[config.mk]
export PLATFORM = sky130hd
export DESIGN_NAME = dmem_stream_reader
export DESIGN_NICKNAME = d
export VERILOG_FILES = /design/src/rtl/dmem_pkg.sv /design/src/rtl/dmem_out_stage.sv /design/src/rtl/dmem_stream_reader.sv
export SDC_FILE = /design/constraint.sdc
export NUM_CORES = 1
export LEC_CHECK = 0
export BUFFER_PORTS_ARGS = -buffer_cell sky130_fd_sc_hd__buf_2
export CAP_MARGIN = 30
export CORE_AREA = 2 2 56 84
export DETAILED_ROUTE_END_ITERATION = 12
export DIE_AREA = 0 0 58 86
export PLACE_DENSITY = 0.65
export SYNTH_ARGS = -nofsm -noshare
export SYNTH_HDL_FRONTEND = slang
export SYNTH_HIERARCHICAL = 1
export SYNTH_SLANG_ARGS = --single-unit
export TNS_END_PERCENT = 1
[constraint.sdc]
create_clock -name clk -period 1.6 [get_ports clk]
set_input_delay 0.16 -clock clk [delete_from_list [all_inputs] [get_ports clk]]
set_output_delay 0.16 -clock clk [all_outputs]
set_load 0.005 [all_outputs]
[src/rtl/dmem_pkg.sv]
// dmem_pkg
// Shared definitions for the data-memory stream reader: default address and
// data widths, the reader state encoding, and the depth that a zero length
// stands for.
// Ports: none (package only).
package dmem_pkg;

   localparam int DMEM_ADDR_W = 8;
   localparam int DMEM_DATA_W = 8;

   // A programmed length of zero stands for one full sweep of the memory.
   localparam int DMEM_FULL_DEPTH = 1 << DMEM_ADDR_W;

   // ST_CSUM is only entered when DMEM_STREAM_CHECKSUM_EN is defined.
   typedef enum logic [1:0] {
      ST_IDLE   = 2'd0,
      ST_STREAM = 2'd1,
      ST_DRAIN  = 2'd2,
      ST_CSUM   = 2'd3
   } dmem_state_e;

endpackage

[src/rtl/dmem_out_stage.sv]
// dmem_out_stage
// Single holding register for the outgoing byte stream. A beat is loaded when
// the owner asserts load (only while free), and is consumed by a valid/ready
// handshake. While a beat waits for out_ready the data and last flag are held.
// Ports:
//   clk, rst       clock and synchronous active-high reset
//   load           capture load_data/load_last as a new beat
//   load_data      byte to present
//   load_last      final-beat flag for the byte
//   out_ready      downstream accept
//   out_data       stream byte
//   out_valid      stream beat valid
//   out_last       final-beat flag
//   free           register can take a new beat this cycle
module dmem_out_stage
   import dmem_pkg::*;
#(
   parameter int DATA_W = DMEM_DATA_W
) (
   input  logic              clk,
   input  logic              rst,
   input  logic              load,
   input  logic [DATA_W-1:0] load_data,
   input  logic              load_last,
   input  logic              out_ready,
   output logic [DATA_W-1:0] out_data,
   output logic              out_valid,
   output logic              out_last,
   output logic              free
);

   logic [DATA_W-1:0] data_q, data_d;
   logic              valid_q, valid_d;
   logic              last_q, last_d;

   // The slot is free when empty or when its current beat leaves this cycle,
   // which lets a new beat replace the old one every cycle under full rate.
   assign free = !valid_q || out_ready;

   // A load wins over a plain consume; a consume with nothing new empties the
   // slot and drops the last flag so it never lingers on an idle stream.
   always_comb begin
      data_d  = data_q;
      valid_d = valid_q;
      last_d  = last_q;
      if (load) begin
         data_d  = load_data;
         valid_d = 1'b1;
         last_d  = load_last;
      end else if (valid_q && out_ready) begin
         valid_d = 1'b0;
         last_d  = 1'b0;
      end
   end

   // Holding register with synchronous reset.
   always_ff @(posedge clk) begin
      if (rst) begin
         data_q  <= '0;
         valid_q <= 1'b0;
         last_q  <= 1'b0;
      end else begin
         data_q  <= data_d;
         valid_q <= valid_d;
         last_q  <= last_d;
      end
   end

   assign out_data  = data_q;
   assign out_valid = valid_q;
   assign out_last  = last_q;

endmodule

[src/rtl/dmem_stream_reader.sv]
// dmem_stream_reader
// Sweeps a programmed address range of the data memory through its
// combinational read port and emits each byte on a valid/ready stream, with
// the final beat flagged by out_last.
// Optional feature: define DMEM_STREAM_CHECKSUM_EN to append one extra beat
// carrying the 8-bit running sum of the data bytes (that beat carries
// out_last instead of the final data beat).
// Ports:
//   clk, rst       clock and synchronous active-high reset
//   start          transfer request, sampled only when idle
//   base_addr      first address, sampled with start
//   len            byte count, sampled with start (0 means full depth)
//   busy           transfer in progress
//   done           one-cycle pulse after the final beat is accepted
//   read_addr      registered address to the memory read port
//   read_data      memory read data for read_addr
//   out_data       stream byte
//   out_valid      stream beat valid
//   out_ready      downstream accept
//   out_last       final beat of the transfer
module dmem_stream_reader
   import dmem_pkg::*;
#(
   parameter int ADDR_W = DMEM_ADDR_W,
   parameter int DATA_W = DMEM_DATA_W
) (
   input  logic              clk,
   input  logic              rst,
   input  logic              start,
   input  logic [ADDR_W-1:0] base_addr,
   input  logic [ADDR_W-1:0] len,
   output logic              busy,
   output logic              done,
   output logic [ADDR_W-1:0] read_addr,
   input  logic [DATA_W-1:0] read_data,
   output logic [DATA_W-1:0] out_data,
   output logic              out_valid,
   input  logic              out_ready,
   output logic              out_last
);

   // The remaining count needs one extra bit to hold the full depth.
   localparam logic [ADDR_W:0] FULL_COUNT = (ADDR_W+1)'(1) << ADDR_W;

   dmem_state_e       state_q, state_d;
   logic [ADDR_W-1:0] read_addr_q, read_addr_d;
   logic [ADDR_W:0]   remaining_q, remaining_d;
   logic              done_q, done_d;

   logic              load;
   logic [DATA_W-1:0] load_data;
   logic              load_last;
   logic              stage_free;

`ifdef DMEM_STREAM_CHECKSUM_EN
   logic [DATA_W-1:0] sum_q, sum_d;
`endif

   // Next-state logic. Each data beat is taken straight from read_data when
   // the output slot is free, and the address advances in the same cycle, so
   // back-pressure simply freezes the address. The beat loaded with one byte
   // remaining is the final data beat.
   always_comb begin
      state_d     = state_q;
      read_addr_d = read_addr_q;
      remaining_d = remaining_q;
      done_d      = 1'b0;
      load        = 1'b0;
      load_data   = read_data;
      load_last   = 1'b0;
`ifdef DMEM_STREAM_CHECKSUM_EN
      sum_d       = sum_q;
`endif
      case (state_q)
         ST_IDLE: begin
            if (start) begin
               read_addr_d = base_addr;
               remaining_d = (len == '0) ? FULL_COUNT : {1'b0, len};
               state_d     = ST_STREAM;
`ifdef DMEM_STREAM_CHECKSUM_EN
               sum_d       = '0;
`endif
            end
         end
         ST_STREAM: begin
            if (stage_free) begin
               load        = 1'b1;
               read_addr_d = read_addr_q + ADDR_W'(1);
               remaining_d = remaining_q - (ADDR_W+1)'(1);
`ifdef DMEM_STREAM_CHECKSUM_EN
               sum_d       = sum_q + read_data;
               if (remaining_q == (ADDR_W+1)'(1)) begin
                  state_d = ST_CSUM;
               end
`else
               if (remaining_q == (ADDR_W+1)'(1)) begin
                  load_last = 1'b1;
                  state_d   = ST_DRAIN;
               end
`endif
            end
         end
`ifdef DMEM_STREAM_CHECKSUM_EN
         // The slot frees exactly when the last data beat is accepted, and by
         // then the sum already includes that byte.
         ST_CSUM: begin
            if (stage_free) begin
               load      = 1'b1;
               load_data = sum_q;
               load_last = 1'b1;
               state_d   = ST_DRAIN;
            end
         end
`endif
         ST_DRAIN: begin
            if (out_ready) begin
               done_d  = 1'b1;
               state_d = ST_IDLE;
            end
         end
         default: begin
            state_d = ST_IDLE;
         end
      endcase
   end

   // State, address and count registers with synchronous reset; a reset in
   // the middle of a transfer drops it without a done pulse.
   always_ff @(posedge clk) begin
      if (rst) begin
         state_q     <= ST_IDLE;
         read_addr_q <= '0;
         remaining_q <= '0;
         done_q      <= 1'b0;
      end else begin
         state_q     <= state_d;
         read_addr_q <= read_addr_d;
         remaining_q <= remaining_d;
         done_q      <= done_d;
      end
   end

`ifdef DMEM_STREAM_CHECKSUM_EN
   // Running checksum of the data bytes of the current transfer.
   always_ff @(posedge clk) begin
      if (rst) begin
         sum_q <= '0;
      end else begin
         sum_q <= sum_d;
      end
   end
`endif

   dmem_out_stage #(
      .DATA_W (DATA_W)
   ) u_out_stage (
      .clk       (clk),
      .rst       (rst),
      .load      (load),
      .load_data (load_data),
      .load_last (load_last),
      .out_ready (out_ready),
      .out_data  (out_data),
      .out_valid (out_valid),
      .out_last  (out_last),
      .free      (stage_free)
   );

   assign busy      = (state_q != ST_IDLE);
   assign done      = done_q;
   assign read_addr = read_addr_q;

endmodule

* After elaboration in Yosys (flattened, before gate mapping)
Index checks and enable logic that the tools add are counted.
Word-level totals: register bits 30, output and inout port bits 20
Cells by class: add/subtract/negate cells 2, eq/ne operators 7, mux-type cells 21, bitwise gates (word level) 1, reduce and logical (&&, ||, !) cells 11
Operators with widths (number):
- two-way mux 9 bit | 3
- one-hot mux 9 bit (2 select lines) | 1
- two-way mux 8 bit | 2
- one-hot mux 8 bit (2 select lines) | 1
- == test 9 x 1 -> 1 bit (second input constant) | 1
- two-way mux 1 bit | 9
- subtractor 9 x 1 -> 9 bit (second input constant) | 1
- adder 8 x 1 -> 8 bit (second input constant) | 1
- logical NOT 8 bit | 1
- two-way mux 2 bit | 4
- inequality test 2 bit (second input constant) | 4
- one-hot mux 2 bit (3 select lines) | 1
- nonzero test 2 bit | 3
- AND reduction 4 bit | 1
- AND reduction 3 bit | 1
- == test 2 x 1 -> 1 bit (second input constant) | 1
- == test 2 bit (second input constant) | 1
- logical NOT 2 bit | 1
- OR reduction 2 bit | 1
- logical AND 1 bit | 1
- logical NOT 1 bit | 1
- logical OR 1 bit | 1
- inverter 1 bit | 1

* Logic depth before layout (Yosys ltp)
depth after elaboration 5, depth in mapped cells 9, mapped depth without buffers 7

* Cells and area by module
The synthesis kept the hierarchy.
By module, submodules not included:
- dmem_stream_reader | times used 1, cells each 161, area an instance 1296.2 sq um, sequential area each 400.4 sq um
- dmem_out_stage | times used 1, cells each 35, area an instance 359.1 sq um, sequential area each 200.2 sq um

* Least setup slack after synthesis
No wires, ideal clock.
kind reg2reg, start point register remaining_q[0], end point register remaining_q[8], arrival time 1.378 ns, path slack 0.105 ns, cell stages (with the launch flop) 7, buffers on the path 0, clock period less this slack 1.495 ns, cell sequence dfxtp_1 > inv_1 > ha_1 > or3b_1 > nor3_1 > o21ai_0 > a32o_1
Between the ends: longest elaborated chain between the ends 3
Ends and longest elaborated chain:
- start, declared | RTL line dmem_stream_reader.sv:47 | logic [ADDR_W:0] remaining_q, remaining_d;
- start signal, assigned | RTL line dmem_stream_reader.sv:138 | remaining_q <= remaining_d;
- subtractor 9 x 1 -> 9 bit | RTL line dmem_stream_reader.sv:89 | remaining_d = remaining_q - (ADDR_W+1)'(1);
- two-way mux 9 bit | RTL line dmem_stream_reader.sv:86 | if (stage_free) begin
- one-hot mux 9 bit (2 select lines) | RTL line dmem_stream_reader.sv:74 | case (state_q)
No other way between the ends. The select of a mux whose other input is x is not followed. A chain may end at the register's enable or synchronous reset.

* Worst setup path after layout
Same ends and word-level chain as after synthesis.

==> run metrics <==
outcome complete, no violations; final core utilization 0.5039; Synth Instances 196; Max Fclk 0.6668 GHz; Num CTS Buffers 5; Resized cells post-CTS 0; Slew Limit Fails 0; GR Layer Usage met3 0.04525; vias in the first global route 1536; Ys Warns 6; Static Leakage 0.9435 nW; worst setup margin 0.1003 ns; synth unique cells 50; Period Utilization, post-route 0.9373; CP arrival 1.67 ns; DR WL/cell 13.39 um; Setup Total Neg Slack 0 ns; Post-CTS Hold Buffers 0; Initial Util 0.3933; Avg Synthesized Cell Area 8.446 um2; power share of the clock group 0.295; DRT Pass-1 Iters 4; Bufs on Longest Clock Path 2; nets@finish 284; met2 Use GR 0.2996; GR peak layer met2; CP endpoint kind flip-flop; Power Density 983.0 mW/mm2; Antenna diodes 0; PortBufs 47; CP max FO 4; global-route wire length before repair 6803 um; number of synthesized register bits 30; area of the core 0.004209 mm2; RSZ-0062 raised after global routing false; DRC Markers 0; clk slew on worst S/H paths 0.06 ns; Comb power frac 0.275; multi-input logic area 960.9 um2; total wire length 4018 um; Sw Share 0.3001; max_cap viols 0; die width 58 um; Layout Cells excl Fill 300; Final Setup Violations 0; DRT iter0 DRCs 31; worst slew pin tran 0.4287 ns; hold path depth 3; Post-Syn Area 0.001655 mm2; # placed instances 292; GPL Wtd Cong 0.8030; antenna violations before repair 0; layout cell share with drive strength beyond 1 0.3307; most frequent cells in the layout buf_2, dfxtp_1, nor2_1, nand2_1, a21oi_1; die area 0.004988 mm2; chip height 86 um; post-DP HPWL 3087 um; Seq/Total Area, Yosys 0.3628; number of cells on the worst reg-to-reg path 6; largest net degree at the start of global routing 22; Total GRT Usage 0.1732; commonest non-fill, non-tap cell in the layout buf_2; Seq pwr share 0.430; VDD IR-drop max 714.7 uV; Post-Syn Nets 227; top cell type's share of synthesized area 0.3628; Post-synth top flop dfxtp_1; worst skew pair latency 0.28 ns; Worst Skew 0.003074 ns; # Post-CTS Setup Buffers 0; slew margin rel. 0.7102; total global routing overflow 0; routed via count 1601; routed vias/inst 5.337; P_sw 0.6257 mW; required time of the critical path 1.77 ns; cell internal pwr 1.459 mW; worst slack, placed 0.03072 ns; crit path kind reg -> reg; dominant cells by area after synthesis dfxtp_1, mux2i_1, nor2_1; Area Growth Syn to Fin 28.12%; minimum clock period 1.500 ns; H-tree levels 2; final total power 2.085 mW; GRT met1 Usage 0.2069; CP startpoint kind flip-flop; antenna viol nets, final 0; Post-synth EDFFs 0; # fillers 424; Reg area 600.6 um2; Rows 29; area leader, netlist dfxtp_1; Synth async-reset ratio 0; CTS tree built; worst hold path class in -> reg; # IOs 48; CTS sink cnt 30; final hold vios 0; clock root buffer master clkbuf_8
-- worst max-delay path: stages, from the launching register on --
cell	delay, ns
dfxtp_1	0.31
inv_1	0.10
ha_4	0.15
or3b_4	0.38
nor3_2	0.10
o21ai_0	0.09
a32o_1	0.27
-- cells by family after synthesis --
kind of cell	Yosys count	synth area share
compound gates	51	0.2192
buf+inv	21	0.07180
fa+ha+maj	3	0.02268
simple gates	82	0.2691
mux	9	0.05442
flops	30	0.3628
-- power by group through the flow --
stage / Sequential [mW] / Clock (mW) / Combinational [mW]
2_1_floorplan: 0.892 / 0 / 0.371
3_3_place_gp: 0.907 / 0 / 0.555
3_5_place_dp: 0.907 / 0 / 0.558
4_1_cts: 0.892 / 0.636 / 0.559
5_1_grt: 0.906 / 0.668 / 0.639
6_report: 0.895 / 0.615 / 0.574
-- flip-flops by register name (all words and copies together), names as in the netlist --
register	count
remaining_q	9
read_addr	8
done	1
u_out_stage/out_last	1
state_q	2
u_out_stage/out_valid	1
u_out_stage/out_data	8
-- final timing paths --
kind	endpoint	startpoint	slack [ns]
max	remaining_q[8]	remaining_q[0]	0.10
min reg2reg	u_out_stage/out_last	u_out_stage/out_last	0.49
max reg2reg	remaining_q[8]	remaining_q[0]	0.10
min	u_out_stage/out_data[1]	read_data[1]	0.12
-- synthesized netlist by cell type (all sizes together), types with 4 or more instances --
cell,n
a211oi,8
a21oi,16
buf,9
clkbuf,4
dfxtp,30
inv,8
mux2i,9
nand2,21
nand2b,6
nand3,4
nor2,23
nor3,7
nor4,4
o21ai,6
-- per-layer routing --
layer	vias to the layer above	wire [um]
met5	-	0
met4	0	17
li1	820	-
met1	740	1753
met3	2	193
met2	39	2053
-- area by class of cell --
type                       instances  area share
inverter                           8     0.01416
clock inverter                     1    0.002360
sequential                        30      0.2832
multi-input combinational        145      0.4531
tap                               46     0.02714
timing repair buffer              63      0.1794
clock buffer                       7     0.04071
-- metrics by stage --
stage | cell area [um2] | hold slack [ns]
global placement | 2004 | 0.3930
floorplan | 1655 | 0.3072
finish | 2121 | 0.1154
detailed placement | 2004 | 0.4028
CTS | 2096 | 0.1084
global route | 2121 | 0.1216
(Power assumes the default switching activity.)
